--- src/rtl/bip_pkg.sv ---
// Shared BIP definitions: opcode constants, instruction field widths and the
// fetch FSM state encoding.
package bip_pkg;

  localparam int unsigned OPCODE_W  = 5;
  localparam int unsigned OPERAND_W = 11;
  localparam int unsigned COUNT_W   = 16;

  localparam logic [OPCODE_W-1:0] OP_HLT = 5'b00000;
  localparam logic [OPCODE_W-1:0] OP_STO = 5'b00001;
  localparam logic [OPCODE_W-1:0] OP_LDV = 5'b00010;
  localparam logic [OPCODE_W-1:0] OP_LDI = 5'b00011;
  localparam logic [OPCODE_W-1:0] OP_ADD = 5'b00100;
  localparam logic [OPCODE_W-1:0] OP_ADI = 5'b00101;
  localparam logic [OPCODE_W-1:0] OP_SUB = 5'b00110;
  localparam logic [OPCODE_W-1:0] OP_SBI = 5'b00111;

  typedef enum logic [1:0] {
    ST_IDLE  = 2'd0,
    ST_FETCH = 2'd1,
    ST_VALID = 2'd2,
    ST_HALT  = 2'd3
  } state_t;

  typedef struct packed {
    logic [OPCODE_W-1:0]  opcode;
    logic [OPERAND_W-1:0] operand;
  } instr_t;

endpackage

--- src/rtl/bip_pc_reg.sv ---
// Program counter with increment-and-wrap; pc_next_c is the address the
// program memory must sample on the coming edge.
module bip_pc_reg #(
  parameter int unsigned           PC_WIDTH     = 11,
  parameter logic [PC_WIDTH-1:0]   RESET_VECTOR = '0
) (
  input  logic                clk,
  input  logic                reset,
  input  logic                inc,
  output logic [PC_WIDTH-1:0] pc,
  output logic [PC_WIDTH-1:0] pc_next_c
);

  // Natural overflow of the PC_WIDTH-bit add gives the modulo wrap.
  assign pc_next_c = inc ? pc + PC_WIDTH'(1) : pc;

  always_ff @(posedge clk or negedge reset) begin
    if (!reset) pc <= RESET_VECTOR;
    else        pc <= pc_next_c;
  end

endmodule

--- src/rtl/bip_fetch_unit.sv ---
// BIP instruction fetch unit: IDLE/FETCH/VALID/HALT sequencer with a
// valid/ready instruction output. Define BIP_FETCH_COUNT_EN for instr_count.
module bip_fetch_unit
  import bip_pkg::*;
#(
  parameter int unsigned           PC_WIDTH     = 11,
  parameter int unsigned           INSTR_WIDTH  = 16,
  parameter logic [PC_WIDTH-1:0]   RESET_VECTOR = '0
) (
  input  logic                   clk,
  input  logic                   reset,
  input  logic                   en,
  output logic [PC_WIDTH-1:0]    pm_addr,
  input  logic [INSTR_WIDTH-1:0] pm_data,
  output logic                   instr_valid,
  input  logic                   instr_ready,
  output logic [OPCODE_W-1:0]    opcode,
  output logic [OPERAND_W-1:0]   operand,
  output logic [PC_WIDTH-1:0]    pc,
  output logic                   halted,
  output logic [COUNT_W-1:0]     instr_count
);

  state_t state, state_next;
  logic   accept_c;
  logic   capture_c;
  instr_t ir;
  instr_t pm_word_c;

  assign pm_word_c.opcode  = pm_data[INSTR_WIDTH-1 -: OPCODE_W];
  assign pm_word_c.operand = pm_data[OPERAND_W-1:0];

  always_ff @(posedge clk or negedge reset) begin
    if (!reset) state <= ST_IDLE;
    else        state <= state_next;
  end

  // Next state; EN only gates the start of a fetch, never an in-flight one.
  always_comb begin
    state_next = state;
    case (state)
      ST_IDLE:  if (en) state_next = ST_FETCH;
      ST_FETCH: state_next = (pm_word_c.opcode == OP_HLT) ? ST_HALT : ST_VALID;
      ST_VALID: if (instr_ready) state_next = en ? ST_FETCH : ST_IDLE;
      ST_HALT:  state_next = ST_HALT;
      default:  state_next = ST_IDLE;
    endcase
  end

  always_comb begin
    accept_c  = 1'b0;
    capture_c = 1'b0;
    case (state)
      ST_FETCH: capture_c = 1'b1;
      ST_VALID: accept_c  = instr_ready;
      default:  ;
    endcase
  end

  bip_pc_reg #(
    .PC_WIDTH    (PC_WIDTH),
    .RESET_VECTOR(RESET_VECTOR)
  ) u_pc_reg (
    .clk      (clk),
    .reset    (reset),
    .inc      (accept_c),
    .pc       (pc),
    .pc_next_c(pm_addr)
  );

  // Instruction register and status flags, registered from the next state.
  always_ff @(posedge clk or negedge reset) begin
    if (!reset) begin
      ir          <= '0;
      instr_valid <= 1'b0;
      halted      <= 1'b0;
    end else begin
      if (capture_c) ir <= pm_word_c;
      instr_valid <= (state_next == ST_VALID);
      halted      <= (state_next == ST_HALT);
    end
  end

  assign opcode  = ir.opcode;
  assign operand = ir.operand;

`ifdef BIP_FETCH_COUNT_EN
  // Saturating count of accepted instructions.
  always_ff @(posedge clk or negedge reset) begin
    if (!reset) instr_count <= '0;
    else if (accept_c && (instr_count != {COUNT_W{1'b1}}))
      instr_count <= instr_count + COUNT_W'(1);
  end
`else
  assign instr_count = '0;
`endif

endmodule

--- config.mk ---
export PLATFORM = sky130hd
export DESIGN_NAME = bip_fetch_unit
export DESIGN_NICKNAME = d
export VERILOG_FILES = /design/src/rtl/bip_pkg.sv /design/src/rtl/bip_pc_reg.sv /design/src/rtl/bip_fetch_unit.sv
export SDC_FILE = /design/constraint.sdc
export NUM_CORES = 1
export LEC_CHECK = 0
export BUFFER_PORTS_ARGS = -buffer_cell sky130_fd_sc_hd__buf_4
export CAP_MARGIN = 40
export CORE_ASPECT_RATIO = 1.5
export CORE_MARGIN = 1.5
export CORE_UTILIZATION = 44
export CTS_CLUSTER_SIZE = 16
export DETAILED_ROUTE_END_ITERATION = 7
export GPL_ROUTABILITY_DRIVEN = 0
export PLACE_DENSITY = 0.78
export SLEW_MARGIN = 5
export SYNTH_ARGS = -nofsm -noshare
export SYNTH_HDL_FRONTEND = slang
export SYNTH_SLANG_ARGS = --single-unit
--- constraint.sdc ---
create_clock -name clk -period 1.8 [get_ports clk]
set_input_delay 0.09 -clock clk [delete_from_list [all_inputs] [get_ports clk]]
set_output_delay 0.09 -clock clk [all_outputs]
set_load 0.05 [all_outputs]
### Word-level counts from Yosys, hierarchy flattened

Index checks and enable logic that the tools add are counted.

| storage, ports and cells | value |
|---|---|
| bits in registers | 31 |
| input port bits | 20 |
| output and inout port bits | 56 |
| word-level logic and storage cells | 22 |

| cells by class | value |
|---|---|
| add/subtract/negate cells | 1 |
| eq/ne operators | 5 |
| muxes and demuxes | 8 |
| reductions and logical operators | 2 |

Operators with widths:

| operator | number |
|---|---|
| 11-bit by 1-bit adder with 11-bit output, second input constant | 1 |
| 11-bit 2-to-1 mux | 1 |
| 2-bit == test, second input constant | 4 |
| 2-bit one-hot mux with 4 select lines | 1 |
| 5-bit logical NOT | 1 |
| 1-bit 2-to-1 mux | 4 |
| 2-bit 2-to-1 mux | 2 |
| 2-bit by 1-bit == test with 1-bit output, second input constant | 1 |
| 2-bit logical NOT | 1 |

### Depth between registers and ports, before layout

Gate-level depths: netlist of run 1.

| depth | value |
|---|---|
| depth in word-level cells | 4 |
| mapped depth | 5 |
| gate-level depth less buffers | 4 |

### Cells and area by module

From an unflattened synthesis of run 1, not the netlist that was laid out.

| second synthesis, totals | value |
|---|---|
| cell total of the unflattened synthesis | 105 |
| area, all modules | 1382.6 µm² |

Modules (own cells, without submodules):

| module | times used | cells each | area an instance (µm²) | sequential area each (µm²) |
|---|---|---|---|---|
| bip_fetch_unit | 1 | 66 | 883.3 | 500.5 |
| bip_pc_reg | 1 | 39 | 499.2 | 275.3 |

### Worst setup path after synthesis of run 1

OpenSTA, ideal clock, no wires.

| path | value |
|---|---|
| kind | register to register |
| start | reg u_pc_reg.pc[0] |
| end | reg u_pc_reg.pc[10] |
| library setup time | 212 ps |
| arrival | 2175 ps |
| data required time | 1588 ps |
| path slack | -587 ps |
| stages on the path, launching flop included | 5 |
| buffers on the path | 0 |
| period minus slack after synthesis | 2387 ps |
| cell sequence | dfrtp_1 -> ha_1 -> nand4b_2 -> nor4_2 -> xor2_1 |

| between the ends | value |
|---|---|
| word-level cells in the longest chain between the ends | 2 |

Ends and longest elaborated chain:

| element | line | text |
|---|---|---|
| start: declaration | bip_pc_reg.sv:10 | `output logic [PC_WIDTH-1:0] pc,` |
| start signal: assignment | bip_pc_reg.sv:19 | `else pc <= pc_next_c;` |
| 11-bit by 1-bit adder with 11-bit output | bip_pc_reg.sv:15 | `assign pc_next_c = inc ? pc + PC_WIDTH'(1) : pc;` |
| 11-bit 2-to-1 mux | bip_pc_reg.sv:15 |  |
| named net pm_addr[10] | bip_fetch_unit.sv:13 | `output logic [PC_WIDTH-1:0] pm_addr,` |

The timed path passes the listed nets, and every way through them passes these cells.
A chain may end at the register's enable or synchronous reset.

### Worst setup path after layout of run 1

| path | value |
|---|---|
| start | reg u_pc_reg.pc[6] |
| end | out pm_addr[7] |

| between the ends | value |
|---|---|
| word-level cells in the longest chain between the ends | 2 |

Ends and longest elaborated chain:

| element | line |
|---|---|
| 11-bit by 1-bit adder with 11-bit output | bip_pc_reg.sv:15 |
| 11-bit 2-to-1 mux | bip_pc_reg.sv:15 |
| end: declaration | bip_fetch_unit.sv:13 |

No other way between the ends.

==> results.toml, run 1 <==
[run_status]
run_status = "finished, final reports clean"

[run]
max-cap-violations = 0

[power]
seqPwrFrac_pct = 27.0
power.switching_mw = 2.19
p_per_area_nw_per_um2 = 1930
comb_power_share_pct = 61.3
clkPwrFrac_pct = 11.7
leakagePower_nw = 1.12
switching_share_pct = 49.4
max-vdd-ir-drop_mv = 1.31
intPower_mw = 2.25

[finish]
fill_cells = 213
num_antenna_cells = 0
area_delta_synth_final_pct = 59.2
post_route_cells_drive_above_1_share_pct = 70.3
layout.nets = 205
postLayoutCellArea_um2 = 2300

[floorplan]
num_io_pins = 76
die_height_um = 73.3
design.core.area_um2 = 3160
area_of_the_die_um2 = 3650
die_w_um = 49.8
std_cell_rows = 25
initial_core_utilization_pct = 45.8

[clock_network]
cts.root.buffer_cell = "clkbuf_8"
clk_pin_slew_ns = 0.06
numCtsBuffers = 5
clock_tree.buffer_depth = 2
clkLatencyLatePin_ns = 0.28
tritoncts = "yes"
cts.sinks = 31
htreeDepth = 2

[routing]
drc_errors = 0
route.antenna.remaining_nets = 0
drtPass1Iterations = 3
via_count = 1041
post_drt_via_cell_ratio = 4.63
initialDrtViolationCount = 22
drt_wirelength_um = 3220
routed_wire_length_per_instance_um = 14.3

[worst_setup_path]
critPathArrivalTime_ns = 1.67
setup.worst_path.class = "flip-flop to output pin"
end_kind = "output pin"
cp_data_required_time_ns = 1.71
r2r_setup_slack_ns = 0.40
crit_path_start_kind = "flip-flop"
worstPathMaxFanout = 3

[global_route]
number_of_antenna_violations_at_the_first_check_in_global_routing = 0
global_route.peak_usage_layer = "met2"
largest_net_degree_at_the_start_of_global_routing = 32
groute.layer.met1.usage_pct = 21.7
grt-ovfl-total = 0
via_count_of_the_first_global_routing_pass = 1050
global_route.usage.met2_pct = 31.7
grt_pass1_wl_um = 5100
global_route.usage.total_pct = 19.4
gr-usage-met3_pct = 6.30

[timing]
fin_worst_skew_ns = 0.00457
layout_min_cycle_time_ns = 1.76
clock.fmax_mhz = 567
setup_repair_after_global_routing_missed_its_margin = "yes"
timing_max_transition_violations_final = 0
fin_crit_sh_pct = 97.9
setup_violations = 0
final.hold.worst_slack_ns = 0.0373
final_hold_viol_count = 0

[logic_synthesis]
synth.ff_latch_count = 31
synth_ff_type = "dfrtp_1"
synth_enable_flop_cells = 0
avgSynthCellArea_um2 = 13.5
synth.cell_area_um2 = 1450
cells_after_synthesis = 107
yosys_warnings = 0
synth.most_common_cell = "dfrtp_1"
synth_top_cell_by_area = "dfrtp_1"
synth_cell_type_count = 24
yosys-top-cells-count = "31 x dfrtp_1, 17 x buf_4, 9 x mux2_4"
postSynth.asyncResetShare_pct = 100
yosysSeqAreaShare_pct = 53.6
cells_taking_the_most_area_after_synthesis = "dfrtp_1 54%, mux2_4 9.3%, buf_4 8.8%"
area_share_of_the_largest_cell_type_after_synthesis_pct = 53.6

[placed_design]
post-dp-hpwl_um = 2230
placement.io_buffers = 59
post_dp_cell_area_um2 = 2030

[min_path]
worstHoldPathType = "primary input to flip-flop"
final timing paths:
kind	end	from	cells past startpoint
worst max-delay path	pm_addr[7]	u_pc_reg.pc[6]	5
worst min-delay path	operand[1]	pm_data[1]	2
worst max register to register	u_pc_reg.pc[7]	u_pc_reg.pc[6]	5
worst min register to register	opcode[2]	opcode[2]	1
max in group asynchronous	u_pc_reg.pc[4]	reset	2
min in group asynchronous	operand[1]	reset	2
routing by layer:
metal  part of all wire, %  up-vias
met5                     0        -
met2                    55       40
met4                   2.2        0
li1                      -      479
met1                    37      515
met3                   5.9        7
layout make-up:
cell class              count  area [um^2]  share of cell area (%)
clock buffers               7         76.3                    3.31
clock inverters             1         5.00                   0.217
inverters                   1         3.75                   0.163
multi-input cells          72          792                    34.4
flip-flops and latches     31          792                    34.4
well taps                  40         50.0                    2.17
repair buffers             73          586                    25.4
power groups by stage:
stage	logic, mW	clock network [mW]	registers, mW
after floorplan	0.949	0	2.14
after global placement	2.48	0	1.24
after CTS	2.70	0.535	1.20
after detailed placement	2.49	0	1.26
after global routing	2.83	0.569	1.23
final	2.72	0.518	1.20
critical path, stage by stage, from the launching register on:
cell and delay, ns:
dfrtp_2 0.37, buf_4 0.15, nand2_1 0.10, nor4_4 0.34
xor2_2 0.24, buf_6 0.19
registers in the layout, summed over array words and instances, names as in the netlist:
signal and count:
halted 1, u_pc_reg.pc 11, instr_valid 1, state 2, operand 11, opcode 5
kinds of logic (layout without fill, tap and decap cells):
kind of cell               after synthesis  after routing  synth area share (%)
muxes                                   17             17                  15.6
AOI/OAI and AO/OA                        4              4                  1.90
xor gates and xnor gates                10             10                  6.05
other                                    1             16                 0.259
buffers and inverters                   19             82                  9.85
and+or+nand+nor                         24             24                  11.9
DFF                                     31             31                  53.6
adders and majority gates                1              1                 0.864
cell usage in the layout, fill, tap and decap left out, types with 2 or more instances in the layout:
cell | Yosys | final
xor2_4 | 0 | 4
conb_1 | 1 | 16
nor4_4 | 0 | 3
nor2_1 | 4 | 3
buf_6 | 1 | 6
nand3_1 | 3 | 2
nand2b_1 | 2 | 2
buf_4 | 17 | 65
o21a_1 | 2 | 2
dfrtp_1 | 31 | 20
mux2_4 | 9 | 9
mux2_2 | 8 | 8
clkbuf_8 | 0 | 5
dfrtp_2 | 0 | 10
nand2_1 | 4 | 3
clkbuf_1 | 0 | 2
nor3_2 | 0 | 2
xor2_2 | 0 | 3
xnor2_2 | 0 | 2
per-stage QoR:
stage	total power [mW]	utilization [%]	setup TNS, ns	worst slack [ns]	std cells
after floorplan	3.09	-	-0.0587	-0.0238	122
after global placement	3.72	64.3	0	0.185	204
after detailed placement	3.75	64.3	0	0.115	204
after CTS	4.44	72.1	0	0.00249	224
after global routing	4.64	73.0	-0.0834	-0.0424	225
final	4.44	73.0	0	0.0372	225
what timing repair did:
action,CTS,global route
setup buffers,11,1
hold endpoints to repair,31,0
pin swaps,4,5
hold buffers,1,0
resized for setup,12,5
endpoints found under the setup margin,6,7
Note: power is estimated with default switching activity, not from simulation.
==> run 2: changes to the inputs <==
--- a/config.mk
+++ b/config.mk
@@ -7,7 +7,7 @@
 export LEC_CHECK = 0
 export BUFFER_PORTS_ARGS = -buffer_cell sky130_fd_sc_hd__buf_4
 export CAP_MARGIN = 40
-export CORE_ASPECT_RATIO = 1.5
+export CORE_ASPECT_RATIO = 0.75
 export CORE_MARGIN = 1.5
 export CORE_UTILIZATION = 44
 export CTS_CLUSTER_SIZE = 16
==> results.toml, run 2 (same netlist as run 1, synthesis figures left out) <==
[min_path]
hold_path_depth = 2
worstHoldStart = "pm_data[3]"
worstHoldPathType = "primary input to flip-flop"
hold-path-endpoint = "operand[3]"

[finish]
post_route_cells_drive_above_1_share_pct = 69.9
multiInputGateArea_um2 = 812
mostFrequentLayoutCells = "65 x buf_4, 21 x dfrtp_1, 16 x conb_1"
layout.nets = 206
num_antenna_cells = 0
mostFrequentLayoutCell = "buf_4"
area_delta_synth_final_pct = 64.7
fill_cells = 189
flip_flop_and_latch_area_um2 = 791

[floorplan]
die_w_um = 69.2
num_io_pins = 76
initial_core_utilization_pct = 47.6
die_height_um = 52.7
std_cell_rows = 17
area_of_the_die_um2 = 3650
design.core.area_um2 = 3040

[routing]
drc_errors = 0
routed_wire_length_per_instance_um = 15.2
drtPass1Iterations = 3
route.antenna.remaining_nets = 0
initialDrtViolationCount = 19
post_drt_via_cell_ratio = 4.70
drt_wirelength_um = 3420
via_count = 1052

[power]
leakagePower_nw = 1.17
max-vdd-ir-drop_mv = 1.42
power_mw = 4.80
p_per_area_nw_per_um2 = 2010

[timing]
fin_tns_setup_ns = 0
timing_max_transition_violations_final = 0
setup_repair_after_global_routing_missed_its_margin = "yes"
setup_violations = 0
fin_crit_sh_pct = 97.7
fin_worst_skew_ns = 0.00896
layout_min_cycle_time_ns = 1.76
final_hold_viol_count = 0
clock.fmax_mhz = 569

[clock_network]
tritoncts = "yes"
htreeDepth = 2
cts.sinks = 31
clkLatencyLatePin_ns = 0.28
cts.root.buffer_cell = "clkbuf_8"
clk_pin_slew_ns = 0.07
numCtsBuffers = 5
clock_tree.buffer_depth = 2

[global_route]
grt_pass1_wl_um = 5380
largest_net_degree_at_the_start_of_global_routing = 32
grt-ovfl-total = 0
global_route.usage.total_pct = 19.6
via_count_of_the_first_global_routing_pass = 1056
number_of_antenna_violations_at_the_first_check_in_global_routing = 0

[worst_setup_path]
end_kind = "output pin"
r2r-start = "state[0]"
crit_path_start_kind = "flip-flop"
cells_on_worst_reg2reg_path = 4
critPathArrivalTime_ns = 1.67
critical_path.reg2reg.endpoint = "operand[8]"
setup.worst_path.class = "flip-flop to output pin"
worstPathMaxFanout = 3
r2r_setup_slack_ns = 0.35
critPathLaunch = "u_pc_reg.pc[0]"
cp_data_required_time_ns = 1.71

[run_status]
run_status = "finished, final reports clean"

[placed_design]
placement.io_buffers = 59
post-dp-hpwl_um = 2290

[run]
max-cap-violations = 0
[run 2: cell types whose count changed in the layout (fill, tap and decap cells not counted), sizes merged]
cell    delta
bufinv     +2
clkinv     -1
buf        +1
clkbuf     -1
[run 2: per-layer routing]
layer  share of wire [%]  vias to the layer above  wire length [um]  track usage, %
li1                    -                      483                 -               -
met1                  42                      519              1430            24.8
met2                  51                       43              1750            31.7
met3                 5.6                        7               190            6.54
met4                 1.3                        0                46            7.52
met5                   0                        -                 0               0
[run 2: worst max path at each step]
stage | endpoint | slack, ns | cells after the start
finish | pm_addr[6] | 0.04 | 6
global route | pm_addr[10] | -0.06 | 5
CTS | pm_addr[6] | -0.04 | 6
detailed placement | pm_addr[6] | 0.13 | 5
global placement | pm_addr[6] | 0.19 | 5
floorplan | u_pc_reg.pc[8] | -0.02 | 4
[run 2: area by class of cell]
| class | count | area share, % |
|---|---|---|
| clock buffers | 6 | 3.04 |
| clock inverters | 2 | 2.52 |
| inverters | 1 | 0.157 |
| multi-input cells | 72 | 34.1 |
| flip-flops and latches | 31 | 33.2 |
| well taps | 38 | 1.99 |
| repair buffers | 74 | 25.0 |
[run 2: worst max-delay path, stage by stage, from the launching register on]
cell	delay (ns)
dfrtp_2	0.39
ha_4	0.14
nand4b_4	0.14
buf_12	0.17
nor3_4	0.19
xor2_4	0.18
buf_6	0.18
[run 2: what timing repair did]
item	4_1_cts	5_1_grt
pin swaps	4	8
endpoints found under the hold margin	31	0
endpoints found under the setup margin	6	7
gates resized for setup	12	7
setup buffers	9	4
hold buffers	1	0
[run 2: where the power goes]
group	total (mW)	leakage, nW	internal [mW]	switching (mW)
combinational	2.79	0.739	1.01	1.79
sequential	1.21	0.363	0.997	0.208
clock	0.802	0.0654	0.553	0.249
[run 2: metrics by stage]
stage	utilization [%]	setup WS, ns	instances	hold WS, ns	instance area (um^2)
after floorplan	-	-0.0238	122	-0.206	1670
after global placement	66.7	0.190	202	0.0382	2030
after detailed placement	66.7	0.129	202	0.0492	2030
after CTS	76.1	-0.0445	220	0.0251	2320
after global routing	78.4	-0.0619	224	0.0263	2380
final	78.4	0.0417	224	0.0373	2380
==> run 3: changes to the inputs <==
--- a/config.mk
+++ b/config.mk
@@ -9,11 +9,11 @@
 export CAP_MARGIN = 40
 export CORE_ASPECT_RATIO = 0.75
 export CORE_MARGIN = 1.5
-export CORE_UTILIZATION = 44
+export CORE_UTILIZATION = 48
 export CTS_CLUSTER_SIZE = 16
 export DETAILED_ROUTE_END_ITERATION = 7
 export GPL_ROUTABILITY_DRIVEN = 0
-export PLACE_DENSITY = 0.78
+export PLACE_DENSITY = 0.84
 export SLEW_MARGIN = 5
 export SYNTH_ARGS = -nofsm -noshare
 export SYNTH_HDL_FRONTEND = slang
==> constraint.sdc (replaced) <==
create_clock -name clk -period 2.05 [get_ports clk]
set_input_delay 0.205 -clock clk [delete_from_list [all_inputs] [get_ports clk]]
set_output_delay 0.205 -clock clk [all_outputs]
set_load 0.05 [all_outputs]
==> results.toml, run 3 (same netlist as run 1, synthesis figures left out) <==
[floorplan]
die_w_um = 66.4
num_io_pins = 76
area_of_the_die_um2 = 3360
std_cell_rows = 17
initial_core_utilization_pct = 49.7
design.core.area_um2 = 2910
die_height_um = 50.6

[timing]
layout_min_cycle_time_ns = 2.02
timing_max_transition_violations_final = 0
clock.fmax_mhz = 496
fin_worst_skew_ns = 0.00325
final_hold_viol_count = 0
fin_tns_setup_ns = 0
setup_repair_after_global_routing_missed_its_margin = "yes"
layout_setup_ws_ns = 0.0332
setup_violations = 0
fin_crit_sh_pct = 98.4
final.hold.worst_slack_ns = 0.163

[run]
max-cap-violations = 0

[min_path]
worstHoldStart = "pm_data[1]"
worstHoldPathType = "primary input to flip-flop"
hold_path_depth = 2

[finish]
post_route_cells_drive_above_1_share_pct = 58.4
num_antenna_cells = 0
layout.nets = 193
postLayoutCellArea_um2 = 2030
mostFrequentLayoutCells = "60 x buf_4, 29 x dfrtp_1, 16 x conb_1"
mostFrequentLayoutCell = "buf_4"
area_delta_synth_final_pct = 40.1
fill_cells = 213

[global_route]
number_of_antenna_violations_at_the_first_check_in_global_routing = 0
largest_net_degree_at_the_start_of_global_routing = 32
via_count_of_the_first_global_routing_pass = 892
grt_pass1_wl_um = 4140
grt-ovfl-total = 0
global_route.usage.total_pct = 17.1

[routing]
drc_errors = 0
route.antenna.remaining_nets = 0
routed_wire_length_per_instance_um = 13.2
initialDrtViolationCount = 18
via_count = 970
drt_wirelength_um = 2790
drtPass1Iterations = 4
post_drt_via_cell_ratio = 4.60

[placed_design]
post-dp-hpwl_um = 2070
post_dp_cell_area_um2 = 1910
detailedPlace.worstSlack_ns = 0.322
placement.io_buffers = 59

[clock_network]
cts.sinks = 31
clk_pin_slew_ns = 0.06
clock_tree.buffer_depth = 2
htreeDepth = 2
tritoncts = "yes"
numCtsBuffers = 5
cts.root.buffer_cell = "clkbuf_8"
clkLatencyLatePin_ns = 0.27

[worst_setup_path]
worstPathMaxFanout = 6
r2r-start = "u_pc_reg.pc[0]"
cp_data_required_time_ns = 1.85
critPathLaunch = "u_pc_reg.pc[0]"
crit_path_start_kind = "flip-flop"
cells_on_worst_reg2reg_path = 4
setup.worst_path.class = "flip-flop to output pin"
critPathArrivalTime_ns = 1.81
end_kind = "output pin"

[run_status]
run_status = "finished, final reports clean"

[power]
p_per_area_nw_per_um2 = 1850
leakagePower_nw = 1.01
max-vdd-ir-drop_mv = 1.27
power_mw = 3.75
[run 3: final cells by class]
class                      instances  area [um^2]  share of cell area (%)
sequential                        31          778                    38.4
multi-input combinational         72          638                    31.5
timing repair buffer              61          460                    22.7
clock buffer                       8          100                    4.94
tap                               38         47.5                    2.34
inverter                           1         3.75                   0.185
[run 3: critical path: stages (launching register included)]
cell and delay (ns):
dfrtp_2 0.42, ha_1 0.17, nand4b_2 0.21, nor4_2 0.35, xor2_2 0.17, buf_4 0.21
[run 3: repair_timing]
item                       in CTS  in global routing
gates resized for setup         0                  1
hold endpoints to repair       31                  0
hold buffers                    1                  0
setup buffers                   0                  0
setup endpoints to repair       0                  3
[run 3: per-stage QoR]
stage / cells / util, %
after floorplan: 122 / -
after global placement: 202 / 65.7
after detailed placement: 202 / 65.7
after CTS: 211 / 69.4
after global routing: 211 / 69.6
final: 211 / 69.6
[run 3: report_power, final]
group | total (mW) | internal [mW] | switching, mW
sequential | 1.07 | 0.865 | 0.203
combinational | 2.17 | 0.733 | 1.43
clock | 0.512 | 0.306 | 0.206
[run 3: final timing paths]
kind                                        end  slack (ns)
worst max-delay path                pm_addr[10]        0.03
worst max register to register  u_pc_reg.pc[10]        0.65
min in group asynchronous        u_pc_reg.pc[3]        0.39
worst min register to register        opcode[2]        0.51
worst min-delay path                 operand[1]        0.16
max in group asynchronous        u_pc_reg.pc[1]        1.36
[run 3: per-layer routing]
metal  part of all wire (%)  track usage [%]  vias up
met3                    6.0             7.62        0
met4                      0             3.06        0
met1                     43             22.1      473
met2                     51             26.8       40
li1                       -                -      457
met5                      0                0        -
